<file path="src/rtl/taylor_stage_2_ctrl_if.sv">
// rtl/taylor_stage_2_ctrl_if.sv - handshake and datapath-control bundle for taylor_stage_2_ctrl
//
// Purpose: groups the operand handshake, the result handshake and the
// datapath control lines between the stage-2 sequencer and its neighbours.
// Ports (signals):
//   IN_VALID / IN_READY / IN_DATA[25:0] : operand handshake (3.23 unsigned)
//   OPND[25:0]                          : registered operand to datapath IN_B
//   mul_ss, add_ss                      : datapath multiplier / adder selects
//   mul_ss_en, add_ss_en                : datapath register load strobes
//   OUT_VALID / OUT_READY               : result handshake
//   BUSY                                : sequencer not idle
// Modports: master = sequencer side, slave = environment side.
interface taylor_stage_2_ctrl_if;
  logic        IN_VALID;
  logic        IN_READY;
  logic [25:0] IN_DATA;
  logic [25:0] OPND;
  logic        mul_ss;
  logic        add_ss;
  logic        mul_ss_en;
  logic        add_ss_en;
  logic        OUT_VALID;
  logic        OUT_READY;
  logic        BUSY;

  modport master (
    input  IN_VALID, IN_DATA, OUT_READY,
    output IN_READY, OPND, mul_ss, add_ss, mul_ss_en, add_ss_en, OUT_VALID, BUSY
  );

  modport slave (
    output IN_VALID, IN_DATA, OUT_READY,
    input  IN_READY, OPND, mul_ss, add_ss, mul_ss_en, add_ss_en, OUT_VALID, BUSY
  );
endinterface

</file>
<file path="src/rtl/taylor_stage_2_ctrl.sv">
// rtl/taylor_stage_2_ctrl.sv - sequencer for the Taylor stage-2 Horner datapath
//
// Purpose: accepts one operand, registers it onto the datapath IN_B port and
// steps the datapath through multiply, add 1/6, multiply, add 1/2, then
// holds the result valid until the consumer takes it.
// Parameters:
//   MUL_WAIT : extra multiplier settle cycles before each mul_ss_en (0..15)
// Ports:
//   CLK   : clock, rising edge
//   RST_N : asynchronous active-low reset
//   bus   : taylor_stage_2_ctrl_if.master (handshakes + datapath controls)
module taylor_stage_2_ctrl #(
  parameter int MUL_WAIT = 0
) (
  input  logic                         CLK,
  input  logic                         RST_N,
  taylor_stage_2_ctrl_if.master        bus
);

  localparam logic [2:0] IDLE = 3'd0;
  localparam logic [2:0] MUL0 = 3'd1;
  localparam logic [2:0] ADD0 = 3'd2;
  localparam logic [2:0] MUL1 = 3'd3;
  localparam logic [2:0] ADD1 = 3'd4;
  localparam logic [2:0] DONE = 3'd5;

  localparam logic [3:0] WAIT_LAST = 4'(MUL_WAIT);

  logic [2:0]  state;
  logic [2:0]  state_nxt;
  logic [3:0]  cnt;
  logic [25:0] opnd;
  logic        in_mul;
  logic        wait_done;
  logic        accept;

  assign in_mul    = (state == MUL0) || (state == MUL1);
  assign wait_done = (cnt == WAIT_LAST);
  assign accept    = (state == IDLE) && bus.IN_VALID;

  always_comb begin
    state_nxt = state;
    case (state)
      IDLE: if (bus.IN_VALID) state_nxt = MUL0;
      MUL0: if (wait_done)    state_nxt = ADD0;
      ADD0:                   state_nxt = MUL1;
      MUL1: if (wait_done)    state_nxt = ADD1;
      ADD1:                   state_nxt = DONE;
      DONE: if (bus.OUT_READY) state_nxt = IDLE;
      default:                state_nxt = IDLE;
    endcase
  end

  // The counter only runs inside a multiply state and is zero everywhere
  // else, so it is already cleared on entry to MUL0 and MUL1.
  always_ff @(posedge CLK or negedge RST_N) begin
    if (!RST_N) begin
      state <= IDLE;
      cnt   <= 4'd0;
      opnd  <= 26'd0;
    end else begin
      state <= state_nxt;
      cnt   <= (in_mul && !wait_done) ? cnt + 4'd1 : 4'd0;
      if (accept) opnd <= bus.IN_DATA;
    end
  end

  // All outputs decode registered state/counter only.
  assign bus.IN_READY  = (state == IDLE);
  assign bus.BUSY      = (state != IDLE);
  assign bus.OPND      = opnd;
  assign bus.mul_ss    = (state == IDLE) || (state == MUL0);
  assign bus.add_ss    = (state == ADD1) || (state == DONE);
  assign bus.mul_ss_en = in_mul && wait_done;
  assign bus.add_ss_en = (state == ADD0) || (state == ADD1);
  assign bus.OUT_VALID = (state == DONE);

endmodule

</file>
<file path="src/flat_wrapper.sv">
// flat-port wrapper written by rule: the top's interface ports become plain ports
module taylor_stage_2_ctrl_flat 
#(
  parameter int MUL_WAIT = 0
)
  (CLK, RST_N, bus_IN_VALID, bus_IN_DATA, bus_OUT_READY, bus_IN_READY, bus_OPND, bus_mul_ss, bus_add_ss, bus_mul_ss_en, bus_add_ss_en, bus_OUT_VALID, bus_BUSY);
  taylor_stage_2_ctrl_if bus_i ();
  input  logic CLK;
  input  logic RST_N;
  input wire logic [$bits(bus_i.IN_VALID)-1:0] bus_IN_VALID;
  input wire logic [$bits(bus_i.IN_DATA)-1:0] bus_IN_DATA;
  input wire logic [$bits(bus_i.OUT_READY)-1:0] bus_OUT_READY;
  output wire logic [$bits(bus_i.IN_READY)-1:0] bus_IN_READY;
  output wire logic [$bits(bus_i.OPND)-1:0] bus_OPND;
  output wire logic [$bits(bus_i.mul_ss)-1:0] bus_mul_ss;
  output wire logic [$bits(bus_i.add_ss)-1:0] bus_add_ss;
  output wire logic [$bits(bus_i.mul_ss_en)-1:0] bus_mul_ss_en;
  output wire logic [$bits(bus_i.add_ss_en)-1:0] bus_add_ss_en;
  output wire logic [$bits(bus_i.OUT_VALID)-1:0] bus_OUT_VALID;
  output wire logic [$bits(bus_i.BUSY)-1:0] bus_BUSY;
  assign bus_i.IN_VALID = bus_IN_VALID;
  assign bus_i.IN_DATA = bus_IN_DATA;
  assign bus_i.OUT_READY = bus_OUT_READY;
  assign bus_IN_READY = bus_i.IN_READY;
  assign bus_OPND = bus_i.OPND;
  assign bus_mul_ss = bus_i.mul_ss;
  assign bus_add_ss = bus_i.add_ss;
  assign bus_mul_ss_en = bus_i.mul_ss_en;
  assign bus_add_ss_en = bus_i.add_ss_en;
  assign bus_OUT_VALID = bus_i.OUT_VALID;
  assign bus_BUSY = bus_i.BUSY;
  taylor_stage_2_ctrl #(.MUL_WAIT(MUL_WAIT)) u_core (.CLK(CLK), .RST_N(RST_N), .bus(bus_i));
endmodule
</file>
<file path="config.mk">
export PLATFORM = sky130hd
export DESIGN_NAME = taylor_stage_2_ctrl_flat
export DESIGN_NICKNAME = d
export VERILOG_FILES = /design/src/rtl/taylor_stage_2_ctrl_if.sv /design/src/rtl/taylor_stage_2_ctrl.sv /design/src/flat_wrapper.sv
export SDC_FILE = /design/constraint.sdc
export NUM_CORES = 1
export LEC_CHECK = 0
export CORE_UTILIZATION = 43
export CTS_BUF_LIST = sky130_fd_sc_hd__clkbuf_8
export DETAILED_ROUTE_END_ITERATION = 7
export GPL_ROUTABILITY_DRIVEN = 1
export PLACE_DENSITY = 0.86
export REMOVE_ABC_BUFFERS = 1
export SETUP_SLACK_MARGIN = 0.5
export SLEW_MARGIN = 10
export SYNTH_ARGS = -nofsm -noshare
export SYNTH_HDL_FRONTEND = slang
export SYNTH_SLANG_ARGS = --single-unit
</file>
<file path="constraint.sdc">
create_clock -name CLK -period 1.85 [get_ports CLK]
set_input_delay 0.555 -clock CLK [delete_from_list [all_inputs] [get_ports CLK]]
set_output_delay 0.555 -clock CLK [all_outputs]
set_load 0.1 [all_outputs]
</file>
==> reports/results.tsv, run 1 <==
metric	value	unit
outcome	did not finish	
Halt Stage	global routing	
error message	[ERROR DPL-0033] detailed placement checks failed during check placement.	
placed insts	209	
Starting Density	0.467	
Worst EP kind	primary output	
most instantiated library cell after synthesis	dfrtp_1	
asr flop ratio synth	1.00	
DP HPWL	3.04	mm
die width	60.5	µm
post-GRT worst EP	bus_mul_ss_en	
# rows	20	
Top FF cell, synth	dfrtp_1	
H-tree Lvls	2	
Avg Cell Area, Syn	15.4	µm²
post-synth top area share	0.560	
number of synthesized register bits	33	
largest area contributor in the netlist	dfrtp_1	
hold buffers post-CTS	0	
total clock sinks	33	
DP Area	2510	µm²
Post-Syn Area	1470	µm²
clock buffer depth	2	
cell count after synthesis	96	
TritonCTS Buffers	5	
Area contributors post-synth	dfrtp_1, mux2_4, mux2_2	
PortBufs	62	
pin count of the biggest net entering global routing	34	
Post-synth EDFFs	0	
Ys Warns	0	
IO Count	63	
Synth cell types	25	
clock tree root driver cell	clkbuf_8	
commonest cells in the synthesized netlist	dfrtp_1, mux2_4, nor2_1	
Seq/Total Area, Yosys	0.560	
initial antenna violation count	1	
die height	60.5	µm
placer congestion estimate	0.814	
==> what timing repair did <==
item | in CTS
resized for setup | 28
endpoints found under the hold margin | 0
buffers inserted | 13
gates cloned | 2
endpoints found under the setup margin | 65
pin swaps | 6
==> stage by stage <==
stage	util	setup WS, ns
after floorplan	-	-1.47
after global placement	0.795	-0.157
after detailed placement	0.795	-0.216
after CTS	0.906	-0.299
==> cells by family after synthesis <==
family | Yosys count | share of synthesized area
AOI/OAI and AO/OA | 3 | 0.0144
xor gates and xnor gates | 4 | 0.0238
adders and majority gates | 2 | 0.0170
buffers and inverters | 9 | 0.0620
DFF | 33 | 0.560
muxes | 26 | 0.250
and+or+nand+nor | 19 | 0.0730
==> inputs of run 2 (changes only) <==
- CORE_UTILIZATION: 43 -> 30
- CTS_BUF_LIST: sky130_fd_sc_hd__clkbuf_8 -> default
- PLACE_DENSITY: 0.86 -> default
- PLACE_DENSITY_LB_ADDON: default -> 0.15
- SETUP_SLACK_MARGIN: 0.5 -> default
==> reports/results.tsv, run 2 <==
metric	value	unit
cell count after synthesis	96	
CP Buf/Inv Count	2	
Post-Syn Area	1470	µm²
initial antenna violation count	0	
Crit Path Max Fanout	2	
first-pass GRT wire length	5.36	mm
# rows	25	
total number of vias	1037	
failing checks	negative setup slack	
Area contributors post-synth	dfrtp_1, mux2_4, mux2_2	
GRT Util Overall	0.139	
clock tree root driver cell	clkbuf_8	
Final setup viols	2	
placer congestion estimate	0.746	
top sig layer	met4	
largest area contributor in the netlist	dfrtp_1	
max cap viols	0	
commonest cells in the synthesized netlist	dfrtp_1, mux2_4, nor2_1	
Nets	208	
vias in the first global route	1059	
die width	72.1	µm
TritonCTS Buffers	5	
total clock sinks	33	
Worst Setup End Kind	primary output	
Ys Warns	0	
max reg flops	26	
fin cells	244	
asr flop ratio synth	1.00	
worst hold path class	reg -> reg	
commonest non-fill, non-tap cells in the layout	buf_12, dfrtp_1, clkdlybuf4s50_1, mux2_4, buf_4	
clk_lat worst skew	0.28	ns
DP HPWL	2.43	mm
IO Count	63	
slowest stage delay, CP	0.39	ns
Worst Path Arrival	1.61	ns
die area	5200	µm²
number of synthesized register bits	33	
CTS clock-pin slew for the worst setup and hold paths	0.06	ns
placed insts	231	
commonest non-fill, non-tap cell in the layout	buf_12	
TritonCTS clock tree	yes	
Avg Cell Area, Syn	15.4	µm²
Slew Limit Fails	0	
Setup CP Type	reg -> out	
Max Clk Rate	462	MHz
Finished Cell Area	2730	µm²
Slew HR	0.613	
routed length on met2	1.70	mm
post-route setup TNS	-0.344	ns
post-synth top area share	0.560	
gr ovfl total	0	
Synth cell types	25	
Post-synth EDFFs	0	
met1 WL	1.46	mm
PortBufs	62	
die height	72.1	µm
highest-delay cell along the critical path	dfrtp_1	
clock buffer depth	2	
final core utilization	0.578	
Seq/Total Area, Yosys	0.560	
share of layout cells above drive strength 1	0.537	
fin crit share	1.17	
Worst setup SP type	flop	
Top FF cell, synth	dfrtp_1	
CP required	1.29	ns
final wirelength	3.39	mm
average wire per standard cell	13.9	µm
ant diodes	0	
actual slew at the worst max-slew pin	0.572	ns
crit path time final	2.16	ns
most instantiated library cell after synthesis	dfrtp_1	
outcome	complete, but fails checks	
vias per cell	4.25	
Starting DRT DRC Count	40	
Core Area	4720	µm²
DRC viols	0	
Starting Density	0.312	
area grow syn2layout	85.3	%
Clock Skews	0.00765	ns
H-tree Lvls	2	
pin count of the biggest net entering global routing	34	
DP Area	2540	µm²
unrepaired setup endpoints after global routing	true	
Antenna Nets Post-Route	0	
cell family with most CP delay	simple AND/OR/NAND/NOR gates	
final hold vios	0	
worst setup margin	-0.313	ns
routed wl met3	177	µm
DR pass1 iterations	3	
cells along the critical path	inv_2, ha_4, or3b_4, nor2_4, buf_12	
==> run 2: cell counts after synthesis <==
Identical to the previous run, type by type.
==> run 2: routing by layer <==
layer / track usage / vias up
met4: 0.0588 / 0
met1: 0.174 / 515
met2: 0.219 / 34
met3: 0.0500 / 8
met5: 0 / -
li1: - / 480
==> run 2: cell type report <==
| class | count | area, µm² |
|---|---|---|
| multi-input cells | 54 | 618 |
| inverters | 4 | 17.5 |
| clock inverters | 2 | 10.0 |
| clock buffers | 6 | 72.6 |
| well taps | 67 | 83.8 |
| repair buffers | 78 | 1100 |
| flip-flops and latches | 33 | 826 |
| fillers | 372 | 1990 |
==> run 2: logic make-up (layout without fill, tap and decap cells) <==
kind of cell             after synthesis  in the layout  share of synthesized area
adder cells (fa/ha/maj)                2              2                     0.0170
XOR/XNOR                               4              4                     0.0238
multiplexers                          26             26                      0.250
AND/OR/NAND/NOR                       19             19                     0.0730
flip-flops                            33             33                      0.560
buffers and inverters                  9             90                     0.0620
AO/OA/AOI/OAI                          3              3                     0.0144
==> run 2: path summary, 6_finish.rpt <==
path / end / cells after the start / slack, ns / startpoint
worst max-delay path: bus_mul_ss_en / 5 / -0.31 / u_core.cnt[1]
max in group asynchronous: u_core.state[1] / 2 / 0.86 / RST_N
worst max register to register: u_core.bus.OPND[3] / 6 / 0.11 / u_core.state[0]
min in group asynchronous: u_core.bus.OPND[7] / 2 / 0.67 / RST_N
worst min-delay path: u_core.cnt[0] / 2 / 0.56 / u_core.cnt[0]
worst min register to register: u_core.cnt[0] / 2 / 0.56 / u_core.cnt[0]
==> run 2: tightest hold or removal path, cell delays in order, from the launching register on <==
cell and delay, ns:
dfrtp_1 0.36, buf_4 0.13, nor2_1 0.04
==> run 2: through the flow <==
stage,worst slack (ns),hold WS [ns]
2_1_floorplan,-1.47,0.259
3_3_place_gp,-0.178,0.515
3_5_place_dp,-0.241,0.530
4_1_cts,-0.304,0.539
5_1_grt,-0.348,0.590
6_report,-0.313,0.555
==> run 2: timing repair <==
| item | in CTS | in global routing |
|---|---|---|
| buffers inserted | 4 | 1 |
| pin swaps | 3 | 5 |
| setup endpoints to repair | 4 | 7 |
| resized for setup | 11 | 7 |
| hold buffers | 0 | 0 |
Power of run 2 is not shown: default switching activity piles up to over one toggle a cycle in this logic, so the estimate is an artifact.
==> inputs of run 3 (changes only) <==
- CORE_ASPECT_RATIO: default -> 0.75
==> reports/results.tsv, run 3 (same netlist as run 2, synthesis figures left out) <==
metric	value	unit
outcome	complete, but fails checks	
fillers	340	
max reg flops	26	
Worst Setup End Kind	primary output	
# rows	21	
DR pass1 iterations	3	
die area	5200	µm²
crit path time final	2.16	ns
CP required	1.29	ns
Worst Path Arrival	1.60	ns
worst hold path class	reg -> reg	
Nets	212	
FF+latch area	826	µm²
clk_lat worst skew	0.28	ns
vias in the first global route	1123	
max cap viols	0	
gr ovfl total	0	
Core Area	4600	µm²
Slew HR	0.703	
final wirelength	3.26	mm
first-pass GRT wire length	5.62	mm
worst setup margin	-0.307	ns
failing checks	negative setup slack	
Slew Limit Fails	0	
initial antenna violation count	0	
clock buffer depth	2	
total clock sinks	33	
Multi-input gate area	587	µm²
GRT Util Overall	0.138	
placer congestion estimate	0.697	
unrepaired setup endpoints after global routing	true	
Crit Path Max Fanout	2	
Starting Density	0.321	
average wire per standard cell	13.7	µm
H-tree Lvls	2	
actual slew at the worst max-slew pin	0.439	ns
TritonCTS Buffers	5	
PortBufs	62	
Antenna Nets Post-Route	0	
final hold vios	0	
Final setup viols	3	
total number of vias	1022	
ant diodes	0	
Worst setup SP type	flop	
DP HPWL	2.38	mm
CTS clock-pin slew for the worst setup and hold paths	0.06	ns
Finished Cell Area	2720	µm²
area grow syn2layout	84.8	%
Hold WS	0.535	ns
pin count of the biggest net entering global routing	34	
RR Startpoint	u_core.state[2]	
die width	82.9	µm
Hold Startpoint	u_core.cnt[0]	
TritonCTS clock tree	yes	
Setup CP Type	reg -> out	
DRC viols	0	
commonest non-fill, non-tap cells in the layout	buf_12, dfrtp_1, clkdlybuf4s50_1, mux2_4, buf_4	
commonest non-fill, non-tap cell in the layout	buf_12	
clock tree root driver cell	clkbuf_8	
share of layout cells above drive strength 1	0.530	
die height	62.7	µm
fin crit share	1.17	
Clock Skews	0.00561	ns
DP Area	2540	µm²
Max Clk Rate	464	MHz
crit path from	u_core.cnt[1]	
vias per cell	4.29	
IO Count	63	
Starting DRT DRC Count	18	
[run 3: final cells by class]
| class | instances | area share |
|---|---|---|
| timing repair buffer | 82 | 0.412 |
| sequential | 33 | 0.303 |
| multi-input combinational | 54 | 0.215 |
| clock buffer | 7 | 0.0354 |
| tap | 57 | 0.0262 |
| inverter | 4 | 0.00643 |
| clock inverter | 1 | 0.00184 |
[run 3: path summary, 6_finish.rpt]
check / endpoint / slack [ns] / depth (start not counted)
worst max-delay path: bus_mul_ss_en / -0.31 / 5
worst min-delay path: u_core.cnt[0] / 0.54 / 2
worst max register to register: u_core.bus.OPND[19] / 0.08 / 6
worst min register to register: u_core.cnt[0] / 0.54 / 2
max in group asynchronous: u_core.state[1] / 0.85 / 2
min in group asynchronous: u_core.bus.OPND[2] / 0.68 / 2
[run 3: critical path, stage by stage (launching register included)]
cell	delay (ns)
dfrtp_1	0.38
inv_1	0.07
ha_1	0.16
or3b_4	0.41
nor2_4	0.13
buf_12	0.18
[run 3: per-layer routing]
layer / share of wire / vias up / GRT usage
met3: 0.066 / 2 / 0.0555
li1: - / 490 / -
met4: 0.0058 / 0 / 0.0388
met1: 0.44 / 495 / 0.176
met5: 0 / - / 0
met2: 0.49 / 35 / 0.218
[run 3: what timing repair did]
| item | in CTS | in global routing |
|---|---|---|
| setup buffers | 4 | 1 |
| hold buffers | 0 | 0 |
| pin swaps | 4 | 3 |
| gates resized for setup | 9 | 2 |
| setup endpoints to repair | 4 | 6 |
[run 3: stage by stage]
step	setup slack (ns)	instances	setup TNS, ns	util
after floorplan	-1.47	91	-17.81	-
after global placement	-0.160	225	-0.160	0.553
after detailed placement	-0.230	225	-0.320	0.553
after CTS	-0.317	237	-0.390	0.589
after global routing	-0.361	238	-0.498	0.592
final	-0.307	238	-0.352	0.592
Power of run 3 is left out for the same reason.
